==> config.mk <==
export PLATFORM = sky130hd
export DESIGN_NAME = elevator_ctrl_n
export DESIGN_NICKNAME = d
export VERILOG_FILES = /design/src/rtl/elevator_ctrl_n.sv
export SDC_FILE = /design/constraint.sdc
export NUM_CORES = 1
export LEC_CHECK = 0
export CORE_MARGIN = 4
export CORE_UTILIZATION = 42
export CTS_BUF_LIST = sky130_fd_sc_hd__clkbuf_16
export DETAILED_ROUTE_END_ITERATION = 12
export PLACE_DENSITY = 0.64
export SLEW_MARGIN = 20
export SYNTH_ARGS = -nofsm -noshare
export SYNTH_HDL_FRONTEND = slang
export SYNTH_SLANG_ARGS = --single-unit
==> constraint.sdc <==
create_clock -name clk -period 3.5 [get_ports clk]
set_input_delay 1.05 -clock clk [delete_from_list [all_inputs] [get_ports clk]]
set_output_delay 1.05 -clock clk [all_outputs]
set_load 0.02 [all_outputs]
==> src/rtl/elevator_ctrl_n.sv <==
// Single-car elevator controller: latches hall/car requests, travels SCAN-style,
// reverses at the current floor, supports door hold/reopen and an arrival strobe.
module elevator_ctrl_n #(
  parameter int N_FLOORS    = 8,
  parameter int MOVE_CYCLES = 10,
  parameter int DOOR_CYCLES = 10,
  localparam int FW = (N_FLOORS > 1) ? $clog2(N_FLOORS) : 1
) (
  input  logic                clk,
  input  logic                reset,
  input  logic [N_FLOORS-1:0] hall_up_req,
  input  logic [N_FLOORS-1:0] hall_dn_req,
  input  logic [N_FLOORS-1:0] car_req,
  input  logic                door_hold,
  output logic [FW-1:0]       floor,
  output logic [1:0]          direction,
  output logic                door_open,
  output logic                moving,
  output logic                arrive,
  output logic [N_FLOORS-1:0] hall_up_pend,
  output logic [N_FLOORS-1:0] hall_dn_pend,
  output logic [N_FLOORS-1:0] car_pend
);

  localparam int TMAX = (MOVE_CYCLES > DOOR_CYCLES) ? MOVE_CYCLES : DOOR_CYCLES;
  localparam int TW   = $clog2(TMAX + 1);

  localparam logic [N_FLOORS-1:0] ONE     = {{(N_FLOORS-1){1'b0}}, 1'b1};
  localparam logic [N_FLOORS-1:0] UP_MASK = {1'b0, {(N_FLOORS-1){1'b1}}};
  localparam logic [N_FLOORS-1:0] DN_MASK = {{(N_FLOORS-1){1'b1}}, 1'b0};

  localparam logic [1:0] DIR_NONE = 2'b00;
  localparam logic [1:0] DIR_UP   = 2'b01;
  localparam logic [1:0] DIR_DN   = 2'b10;

  typedef enum logic [1:0] {S_IDLE, S_MOVING, S_DOOR} state_t;

  state_t              state, state_d;
  logic [TW-1:0]       timer, timer_d;
  logic [FW-1:0]       floor_d, step_floor;
  logic [1:0]          dir_d, dir_rev;
  logic                arrive_d;
  logic [N_FLOORS-1:0] up_in, dn_in, all_pend, here, at_g;
  logic [N_FLOORS-1:0] fwd_hall, rev_hall;
  logic [N_FLOORS-1:0] clr_up, clr_dn, clr_car;
  logic                above, below, beyond_g, fwd_any, rev_any;
  logic                timer_done, absorb, stop_req, rev_at_g;

  assign up_in      = hall_up_req & UP_MASK;
  assign dn_in      = hall_dn_req & DN_MASK;
  assign all_pend   = hall_up_pend | hall_dn_pend | car_pend;
  assign here       = ONE << floor;
  assign step_floor = (direction == DIR_DN) ? floor - FW'(1) : floor + FW'(1);
  assign at_g       = ONE << step_floor;
  assign timer_done = (timer <= TW'(1));
  assign dir_rev    = (direction == DIR_UP) ? DIR_DN : DIR_UP;
  assign fwd_hall   = (direction == DIR_DN) ? hall_dn_pend : hall_up_pend;
  assign rev_hall   = (direction == DIR_DN) ? hall_up_pend : hall_dn_pend;
  assign fwd_any    = (direction == DIR_UP) ? above : (direction == DIR_DN) ? below : 1'b0;
  assign rev_any    = (direction == DIR_UP) ? below : (direction == DIR_DN) ? above : 1'b0;
  assign stop_req   = |((car_pend | fwd_hall) & at_g);
  assign rev_at_g   = |(rev_hall & at_g);

  // A fresh request for the floor being served while the door is open
  assign absorb = |(here & (car_req
                          | ((direction == DIR_UP) ? up_in : '0)
                          | ((direction == DIR_DN) ? dn_in : '0)));

  always_comb begin
    above    = 1'b0;
    below    = 1'b0;
    beyond_g = 1'b0;
    for (int i = 0; i < N_FLOORS; i++) begin
      if (i > int'(floor)) above = above | all_pend[i];
      if (i < int'(floor)) below = below | all_pend[i];
      if (direction == DIR_UP && i > int'(step_floor)) beyond_g = beyond_g | all_pend[i];
      if (direction == DIR_DN && i < int'(step_floor)) beyond_g = beyond_g | all_pend[i];
    end
  end

  always_comb begin
    state_d  = state;
    floor_d  = floor;
    dir_d    = direction;
    timer_d  = timer;
    arrive_d = 1'b0;
    clr_up   = '0;
    clr_dn   = '0;
    clr_car  = '0;
    case (state)
      S_IDLE: begin
        if (|(all_pend & here)) begin
          state_d = S_DOOR;
          timer_d = TW'(DOOR_CYCLES);
          clr_car = here;
          if (|(hall_up_pend & here)) begin
            dir_d  = DIR_UP;
            clr_up = here;
          end else if (|(hall_dn_pend & here)) begin
            dir_d  = DIR_DN;
            clr_dn = here;
          end else begin
            dir_d = DIR_NONE;
          end
        end else if (above) begin
          state_d = S_MOVING;
          dir_d   = DIR_UP;
          timer_d = TW'(MOVE_CYCLES);
        end else if (below) begin
          state_d = S_MOVING;
          dir_d   = DIR_DN;
          timer_d = TW'(MOVE_CYCLES);
        end
      end
      S_MOVING: begin
        if (!timer_done) begin
          timer_d = timer - TW'(1);
        end else begin
          floor_d = step_floor;
          if (stop_req || !beyond_g) begin
            state_d  = S_DOOR;
            timer_d  = TW'(DOOR_CYCLES);
            arrive_d = 1'b1;
            clr_car  = at_g;
            // End of the sweep with only a waiting opposite-direction passenger
            if (!stop_req && rev_at_g) dir_d = dir_rev;
            if (dir_d == DIR_UP) clr_up = at_g;
            else                 clr_dn = at_g;
          end else begin
            timer_d = TW'(MOVE_CYCLES);
          end
        end
      end
      S_DOOR: begin
        clr_car = here;
        if (direction == DIR_UP) clr_up = here;
        if (direction == DIR_DN) clr_dn = here;
        if (door_hold || absorb) begin
          timer_d = TW'(DOOR_CYCLES);
        end else if (!timer_done) begin
          timer_d = timer - TW'(1);
        end else if (direction == DIR_NONE) begin
          state_d = S_IDLE;
          timer_d = '0;
        end else if (fwd_any) begin
          state_d = S_MOVING;
          timer_d = TW'(MOVE_CYCLES);
        end else if (|(rev_hall & here)) begin
          dir_d   = dir_rev;
          timer_d = TW'(DOOR_CYCLES);
          if (dir_rev == DIR_UP) clr_up = here;
          else                   clr_dn = here;
        end else if (rev_any) begin
          dir_d   = dir_rev;
          state_d = S_MOVING;
          timer_d = TW'(MOVE_CYCLES);
        end else begin
          dir_d   = DIR_NONE;
          state_d = S_IDLE;
          timer_d = '0;
        end
      end
      default: state_d = S_IDLE;
    endcase
  end

  always_ff @(posedge clk) begin
    if (reset) begin
      state        <= S_IDLE;
      timer        <= '0;
      floor        <= '0;
      direction    <= DIR_NONE;
      door_open    <= 1'b0;
      moving       <= 1'b0;
      arrive       <= 1'b0;
      hall_up_pend <= '0;
      hall_dn_pend <= '0;
      car_pend     <= '0;
    end else begin
      state        <= state_d;
      timer        <= timer_d;
      floor        <= floor_d;
      direction    <= dir_d;
      door_open    <= (state_d == S_DOOR);
      moving       <= (state_d == S_MOVING);
      arrive       <= arrive_d;
      hall_up_pend <= (hall_up_pend | up_in) & ~clr_up;
      hall_dn_pend <= (hall_dn_pend | dn_in) & ~clr_dn;
      car_pend     <= (car_pend | car_req) & ~clr_car;
    end
  end

endmodule

# [Word-level counts from Yosys, hierarchy flattened]
# Index checks and enable logic that the tools add are counted.
[word_totals] register_bits=38 elab_cells=251
[classes] add_sub_neg=3 order_cmp=29 n_eq_ne=15 shift=2 n_mux=111 n_bitwise=48 reduce_logical=33
[op_table] cell="8-bit 2-to-1 mux" n=31
[op_table] cell="8-bit AND" n=10
[op_table] cell="8-bit case mux with 3 select lines" n=3
[op_table] cell="2-bit 2-to-1 mux" n=28
[op_table] cell="8-bit OR reduction" n=7
[op_table] cell="8-bit bitwise OR" n=6
[op_table] cell="4-bit 2-to-1 mux" n=10
[op_table] cell="1-bit 2-to-1 mux" n=34
[op_table] cell="1-bit bitwise OR" n=25
[op_table] cell="3-bit > comparator, first input constant" n=8
[op_table] cell="8-bit NOT" n=3
[op_table] cell="3-bit < comparator, first input constant" n=6
[op_table] cell="8-bit by 7-bit bitwise OR with 8-bit output" n=2
[op_table] cell="1-bit by 3-bit << shifter with 8-bit output, first input constant" n=2
[op_table] cell="1-bit logical AND" n=15
[op_table] cell="2-bit by 3-bit > comparator with 1-bit output, first input constant" n=4
[op_table] cell="1-bit by 3-bit < comparator with 1-bit output, first input constant" n=4
[op_table] cell="2-bit by 3-bit < comparator with 1-bit output, first input constant" n=4
[op_table] cell="2-bit != test, second input constant" n=6
[op_table] cell="2-bit case mux with 3 select lines" n=2
[op_table] cell="4-bit case mux with 3 select lines" n=1
[op_table] cell="2-bit by 1-bit == test with 1-bit output, second input constant" n=5
[op_table] cell="8-bit AND reduction" n=1
[op_table] cell="7-bit 2-to-1 mux" n=1
[op_table] cell="15 further kinds" n=23

# [Depth between registers and ports, before layout]
# Gate-level depths: netlist of run 1.
[logic_depth] word_depth=43 mapped_depth=13

# [Worst setup path after synthesis of run 1]
# No wires, ideal clock.
[synth_timing] path_type="register to register" startpoint="reg floor[0]" endpoint="reg hall_up_pend[0]" setup_time_ns=0.119 t_arrival_ns=3.232 path_slack_ns=0.149 stages_incl_launch_ff=13 period_less_slack_ns=3.351 cell_sequence="dfxtp_1 -> buf_2 -> clkinv_1 -> ha_1 -> clkbuf_1 -> and3b_1 -> a22oi_1 -> a221oi_1 -> nor4_2 -> nand2_4 -> xnor2_4 -> nand3_1 -> o221a_1"
[synth_via] elab_chain_len=38 word_cells_on_any_way=139
[synth_lines] item="from (decl)" line_no="15" source="output logic [FW-1:0] floor,"
[synth_lines] item="from (signal assigned)" line_no="182" source="floor <= floor_d;"
[synth_lines] item="3-bit by 1-bit adder with 3-bit output or 3-bit by 1-bit subtractor with 3-bit output (tied branches)" line_no="53" source="assign step_floor = (direction == DIR_DN) ? floor - FW'(1) : floor + FW'(1);"
[synth_lines] item="3-bit 2-to-1 mux" line_no="53"
[synth_lines] item="1-bit by 3-bit < comparator with 1-bit output" line_no="77" source="if (direction == DIR_DN && i < int'(step_floor)) beyond_g = beyond_g | all_pend[i];"
[synth_lines] item="1-bit logical AND" line_no="77"
[synth_lines] item="1-bit 2-to-1 mux" line_no="77"
[synth_lines] item="1-bit bitwise OR" line_no="76" source="if (direction == DIR_UP && i > int'(step_floor)) beyond_g = beyond_g | all_pend[i];"
[synth_lines] item="1-bit 2-to-1 mux" line_no="76"
[synth_lines] item="1-bit bitwise OR" line_no="77"
[synth_lines] item="[22 not listed]"
[synth_lines] item="1-bit 2-to-1 mux" line_no="76"
[synth_lines] item="1-bit logical NOT" line_no="120" source="if (stop_req || !beyond_g) begin"
[synth_lines] item="1-bit logical OR" line_no="120"
[synth_lines] item="8-bit 2-to-1 mux" line_no="120"
[synth_lines] item="8-bit 2-to-1 mux" line_no="116" source="if (!timer_done) begin"
[synth_lines] item="8-bit case mux with 3 select lines *" line_no="90" source="case (state)"
[synth_lines] item="8-bit NOT *" line_no="187" source="hall_up_pend <= (hall_up_pend | up_in) & ~clr_up;"
[synth_lines] item="8-bit AND *" line_no="187"
[synth_lines] item="to (signal assigned)" line_no="187"
[synth_lines] item="to (decl)" line_no="20" source="output logic [N_FLOORS-1:0] hall_up_pend,"
# Mark *: on every way between the ends. The rest lies on a longest branch, timed or not. The select of a mux whose other input is x is not followed.
# A chain may end at the register's enable or synchronous reset.

# [Worst setup path after layout of run 1]
[layout_timing] startpoint="reg floor[1]" endpoint="reg car_pend[6]"
[layout_via] elab_chain_len=38 word_cells_on_any_way=72
[layout_lines] item="3-bit by 1-bit adder with 3-bit output or 3-bit by 1-bit subtractor with 3-bit output (tied branches)" line_no="53"
[layout_lines] item="3-bit 2-to-1 mux" line_no="53"
[layout_lines] item="1-bit by 3-bit < comparator with 1-bit output" line_no="77"
[layout_lines] item="1-bit logical AND" line_no="77"
[layout_lines] item="1-bit 2-to-1 mux" line_no="77"
[layout_lines] item="1-bit bitwise OR" line_no="76"
[layout_lines] item="1-bit 2-to-1 mux" line_no="76"
[layout_lines] item="1-bit bitwise OR" line_no="77"
[layout_lines] item="[22 not listed]"
[layout_lines] item="1-bit 2-to-1 mux" line_no="76"
[layout_lines] item="1-bit logical NOT" line_no="120"
[layout_lines] item="1-bit logical OR" line_no="120"
[layout_lines] item="8-bit 2-to-1 mux" line_no="120"
[layout_lines] item="8-bit 2-to-1 mux" line_no="116"
[layout_lines] item="8-bit case mux with 3 select lines *" line_no="90"
[layout_lines] item="8-bit NOT *" line_no="189" source="car_pend <= (car_pend | car_req) & ~clr_car;"
[layout_lines] item="8-bit AND *" line_no="189"
[layout_lines] item="to (signal assigned)" line_no="189"
[layout_lines] item="to (decl)" line_no="22" source="output logic [N_FLOORS-1:0] car_pend"
# Mark *: on every way between the ends. The rest lies on a longest branch, timed or not.

==> results.json, run 1 <==
{
  "max_slew_margin": 0.348,
  "root_buffer": "clkbuf_16",
  "ctsHoldBuffers": 0,
  "nets": 571,
  "netlist.area_leader.share": 0.208,
  "synth_edf_count": 0,
  "hold_class": "flop to flop",
  "crit_chain": "inv_1 -> ha_2 -> nor2b_1 -> o21ai_0 -> a222oi_1 -> nand4_1 -> o21a_1 -> or3_1 -> nor2_1 -> a21oi_1",
  "rsz0062_at_grt": "yes",
  "fp.dieW_um": 101,
  "core-area_sq_um": 8340,
  "tns_ps": 0,
  "ys_ff_latch": 38,
  "cp_max_fo": 12,
  "clock_path_buffers": 2,
  "end_kind": "flop",
  "cts_tree": "done",
  "p_int_w": 0.00177,
  "hold_violations": 0,
  "grt_pass1_wl_um": 22400,
  "area_delta_synth_final_pct": 28.3,
  "wl_um": 14200,
  "cts_sinks": 38,
  "clock_latency_ps": 290,
  "clk_pin_slew_ps": 70,
  "finalSetupViolCount": 0,
  "avgSynthCellArea_sq_um": 7.92,
  "track_usage": 0.281,
  "yosysWarningCount": 0,
  "synthCells": 461,
  "power.density_nw_per_um2": 730,
  "firstDrtPassIters": 8,
  "drive_above_1_share": 0.145,
  "num_antenna_cells": 0,
  "power_leakage_nw": 1.80,
  "num_rows": 33,
  "crit_path_top_delay_cell": "ha_2",
  "grt.overflow.total": 0,
  "cts_buffers": 5,
  "port_buffers": 56,
  "final.min_clock_period_ps": 3370,
  "critPathRequiredTime_ps": 3660,
  "cp_data_arrival_time_ps": 3530,
  "htreeDepth": 2,
  "yosys.area.top_type": "dfxtp_1",
  "synth_area_leaders": "dfxtp_1 21%, nor2_1 5.7%, ha_1 5.1%",
  "finalWorstSetupSlack_ps": 130,
  "skew_ps": 6.03,
  "via_per_inst": 6.71,
  "crit_type": "flop to flop",
  "fin_crit_sh": 0.963,
  "pwr-share-comb": 0.634,
  "synth_area_sq_um": 3650,
  "synthDistinctLibCells": 76,
  "max_freq_ghz": 0.297,
  "clkPwrFrac": 0.179,
  "io_pins": 59,
  "nFillCells": 771,
  "drv_slew": 0,
  "max-cap-violations": 0,
  "ctsResizeCount": 0,
  "antenna_found_initial": 0,
  "yosysMostFrequentCell": "nor2_1",
  "ys_seq_area_frac": 0.208,
  "die_area_sq_um": 10300,
  "status": "completed",
  "dpl.hpwl_um": 10500,
  "drt_iter0_drc": 712,
  "initial_core_util": 0.438,
  "routabilityCongestion": 0.976,
  "synth_common_cells": "55 x nor2_1, 38 x dfxtp_1, 27 x o21ai_0",
  "post-route-drc-count": 0,
  "p_sw_w": 0.00165,
  "synth_ff_type": "dfxtp_1",
  "dr_total_vias": 4258,
  "grt_pass1_vias": 4024,
  "postRouteAntennaNets": 0,
  "postSynth.asyncResetShare": 0,
  "synth_fp_nets": 503,
  "cp-start-kind": "flop",
  "avgRoutedWirePerCell_um": 22.4,
  "netSwitchingFraction": 0.483,
  "dieHeight_um": 101,
  "grt_max_degree": 30,
  "slowest_delay_ps": 490,
  "pwr-share-seq": 0.187,
  "vdd_drop_max_mv": 0.303,
  "dp_slack_ps": -150,
  "cts_setup_buffers": 0,
  "worst_pin_slew_ps": 978
}
==> critical path, delay by kind of cell (launching register included) <==
kind / cells / cell delay [ps]
and+or+nand+nor: 4 / 1270
adders and majority gates: 1 / 490
AOI/OAI and AO/OA: 4 / 860
DFF: 1 / 440
buffers and inverters: 1 / 160
==> layout by cell type, fill, tap and decap left out, types with 4 or more instances in the layout <==
cell / count
and3b_1: 7
or3_1: 4
nor2b_1: 7
a31oi_1: 7
mux4_2: 4
o221ai_1: 6
and2_1: 6
and3_1: 5
o31ai_1: 7
clkdlybuf4s50_1: 56
nor2_1: 54
buf_4: 37
a211oi_1: 10
ha_1: 12
a311oi_1: 4
dfxtp_1: 37
o221a_1: 4
a311o_1: 5
a21oi_1: 21
o21ai_0: 27
inv_1: 20
nor3_1: 16
nand3_1: 10
clkbuf_16: 5
a22oi_1: 4
a221oi_1: 14
a21o_1: 4
o32ai_1: 4
nand2_1: 26
a222oi_1: 7
mux2i_1: 14
o211ai_1: 4
nand2b_1: 5
mux2_2: 4
==> power by group through the flow <==
stage          clock network [W]  registers (W)  logic (W)
2_1_floorplan                  0       0.000667    0.00137
3_3_place_gp                   0       0.000639    0.00209
3_5_place_dp                   0       0.000641    0.00208
4_1_cts                 0.000606       0.000631    0.00209
5_1_grt                 0.000629       0.000649    0.00233
6_report                0.000612       0.000639    0.00217
==> through the flow <==
stage	area (sq um)	utilization	total power [W]	std cells	hold WS, ps
floorplan	3650	-	0.00204	461	515
global placement	4450	0.534	0.00273	627	525
detailed placement	4450	0.534	0.00272	627	530
CTS	4640	0.556	0.00333	635	542
global route	4690	0.562	0.00360	635	556
finish	4690	0.562	0.00342	635	545
==> state kept, by name (all words and copies together), names as in the netlist <==
register,count
moving,1
arrive,1
state,2
door_open,1
hall_dn_pend,8
car_pend,8
timer,4
direction,2
hall_up_pend,8
floor,3
==> metal layers <==
| metal | track usage | vias to the layer above | wire [um] | share of wire |
|---|---|---|---|---|
| met4 | 0.109 | 0 | 392 | 0.028 |
| li1 | - | 1937 | - | - |
| met2 | 0.397 | 312 | 5980 | 0.42 |
| met5 | 0 | - | 0 | 0 |
| met1 | 0.423 | 1976 | 6260 | 0.44 |
| met3 | 0.0441 | 33 | 1560 | 0.11 |
==> final timing paths <==
kind	cells after the start	startpoint	slack, ps	end
setup reg to reg	10	floor[1]	130	car_pend[6]
hold reg to reg	2	floor[2]	550	floor[2]
hold / removal	2	floor[2]	550	floor[2]
setup / recovery	10	floor[1]	130	car_pend[6]
==> kinds of logic (layout without fill, tap and decap cells) <==
logic type                 Yosys count  count (layout)  synth area share
buffers and inverters               53             122            0.0682
and+or+nand+nor                    168             168             0.246
xor gates and xnor gates             4               4            0.0168
AOI/OAI and AO/OA                  161             161             0.334
adders and majority gates           15              15            0.0514
DFF                                 38              38             0.208
muxes                               22              22            0.0754
==> cell type report <==
class / count / area (sq um) / share of cell area
timing repair buffer: 93 / 838 / 0.179
clock buffer: 5 / 125 / 0.0267
clock inverter: 3 / 63.8 / 0.0136
tap: 105 / 131 / 0.0280
multi-input combinational: 370 / 2690 / 0.573
inverter: 21 / 78.8 / 0.0168
sequential: 38 / 762 / 0.163
Power figures use the tool's default switching activity.
==> run 2: changes to the inputs <==
CORE_MARGIN = 1.5   (was 4)
MAX_ROUTING_LAYER = met4   (was unset)
==> run 2 against run 1 <==
Sequential share of layout area grew 0.18 points. Count of clock-buffer cells in the layout is the same. Hold slack improved by 30 ps. Largest power group unchanged. Final area is 1.3% lower. Die area is 9.6% lower. First-iteration DRC count decreased by 27%. Highest routed layer unchanged. Clock power shrank 29%.
==> results.json, run 2 (synthesis results as in run 1) <==
{
  "status": "completed",
  "hold_violations": 0,
  "wl_um": 13900,
  "core-area_sq_um": 8300,
  "finalSetupViolCount": 0,
  "clock_latency_ps": 280,
  "power.density_nw_per_um2": 705,
  "wl_met3_um": 1620,
  "area_delta_synth_final_pct": 26.7,
  "nets": 574,
  "final.min_clock_period_ps": 3340,
  "crit_chain": "clkdlybuf4s50_1 -> and3b_1 -> o311ai_1 -> buf_4 -> o2111a_1 -> nand4_2 -> o41ai_1 -> buf_4 -> a21boi_2 -> o211ai_1 -> a21oi_1",
  "vdd_drop_max_mv": 0.423,
  "hold_depth": 2,
  "total_power_w": 0.00326,
  "avgRoutedWirePerCell_um": 21.9,
  "p_sw_w": 0.00162,
  "routabilityCongestion": 1.01,
  "grt_pass1_wl_um": 21700,
  "drv_slew": 0,
  "reg2reg_from": "floor[1]",
  "crit_type": "input pin to flop",
  "met1_length_um": 5880,
  "reg2reg_depth": 12,
  "critPathRequiredTime_ps": 3650,
  "grt_pass1_vias": 3957,
  "skew_ps": 5.95,
  "cts_tree": "done",
  "power_leakage_nw": 1.79,
  "pwr-share-seq": 0.193,
  "max_freq_ghz": 0.299,
  "grt.overflow.total": 0,
  "port_buffers": 56,
  "final_cell_mix": "56 x clkdlybuf4s50_1, 55 x nor2_1, 40 x buf_4",
  "crit_path_top_delay_cell": "clkdlybuf4s50_1",
  "drt_iter0_drc": 521,
  "highest_layer": "met4",
  "layout_commonest_cell": "clkdlybuf4s50_1",
  "reg2reg_slack_ps": 170,
  "pwr-share-comb": 0.673,
  "worstHoldEndpoint": "timer[1]",
  "max_slew_margin": 0.557,
  "tns_ps": 0,
  "cp_data_arrival_time_ps": 3490,
  "fin_crit_sh": 0.954,
  "cp-start-kind": "input pin",
  "post-route-util": 0.558,
  "fp.dieW_um": 96.3,
  "rsz0062_at_grt": "no",
  "ctsHoldBuffers": 0,
  "reg2reg_to": "hall_up_pend[6]",
  "num_antenna_cells": 0,
  "via_per_inst": 6.68,
  "p_int_w": 0.00165,
  "dr_total_vias": 4265,
  "hold_class": "flop to flop",
  "clk_pin_slew_ps": 60,
  "max-cap-violations": 0,
  "clkPwrFrac": 0.134,
  "root_buffer": "clkbuf_16",
  "hp-start": "timer[1]",
  "worst_pin_slew_ps": 664,
  "wl_met2_um": 6110,
  "htreeDepth": 2,
  "dieHeight_um": 96.3,
  "post-route-drc-count": 0,
  "drive_above_1_share": 0.139,
  "grt_max_degree": 30,
  "crit_top_cell": "buf_4",
  "antenna_found_initial": 0,
  "cts_buffers": 5,
  "num_rows": 33,
  "firstDrtPassIters": 7,
  "cts_sinks": 38,
  "postRouteAntennaNets": 0,
  "initial_core_util": 0.440,
  "dpl.hpwl_um": 10500,
  "cp_max_fo": 5,
  "netSwitchingFraction": 0.495,
  "die_area_sq_um": 9260,
  "end_kind": "flop",
  "slowest_delay_ps": 430,
  "io_pins": 59,
  "track_usage": 0.323,
  "top_regs": "car_pend (8), hall_dn_pend (8), hall_up_pend (8)",
  "clock_path_buffers": 2
}
run 2: critical path: cells and delay by family:
kind            cells  cell delay (ps)
simple gates        2              360
buf+inv             3              800
compound gates      6             1270
run 2: how the worst max path moves through the flow:
stage | startpoint | to | slack (ps) | depth (start not counted)
after floorplan | floor[0] | hall_up_pend[0] | 150 | 12
after global placement | hall_up_req[4] | hall_up_pend[0] | -190 | 10
after detailed placement | hall_up_req[4] | hall_up_pend[6] | -150 | 10
after CTS | hall_up_req[4] | hall_up_pend[4] | 100 | 10
after global routing | floor[1] | hall_up_pend[2] | 10 | 12
final | hall_up_req[4] | hall_dn_pend[0] | 160 | 11
run 2: power groups by stage:
stage | sequential (W) | combinational [W] | clock [W]
final | 0.000631 | 0.00220 | 0.000436
after global routing | 0.000640 | 0.00234 | 0.000461
after CTS | 0.000626 | 0.00213 | 0.000444
after detailed placement | 0.000636 | 0.00212 | 0
after global placement | 0.000633 | 0.00209 | 0
after floorplan | 0.000667 | 0.00137 | 0
run 2: layout make-up:
type	instances	area, sq um
fillers	771	3670
multi-input cells	370	2660
repair buffers	96	861
flip-flops and latches	38	761
well taps	105	131
clock buffers	5	125
inverters	21	78.8
clock inverters	3	12.5
run 2: repair_timing:
action / CTS / global route
setup buffers: 0 / 0
endpoints found under the setup margin: 0 / 16
gates resized for setup: 0 / 4
run 2: layer usage:
metal	vias up	track usage
met3	33	0.0671
met5	-	-
met1	1986	0.440
met2	303	0.478
met4	0	0.0931
li1	1943	-
run 2: through the flow:
| stage | worst slack (ps) | std cells | hold WS, ps | area (sq um) |
|---|---|---|---|---|
| 2_1_floorplan | 149 | 461 | 515 | 3650 |
| 3_3_place_gp | -193 | 630 | 550 | 4470 |
| 3_5_place_dp | -148 | 630 | 562 | 4470 |
| 4_1_cts | 104 | 638 | 569 | 4610 |
| 5_1_grt | 13.6 | 638 | 606 | 4630 |
| 6_report | 159 | 638 | 575 | 4630 |
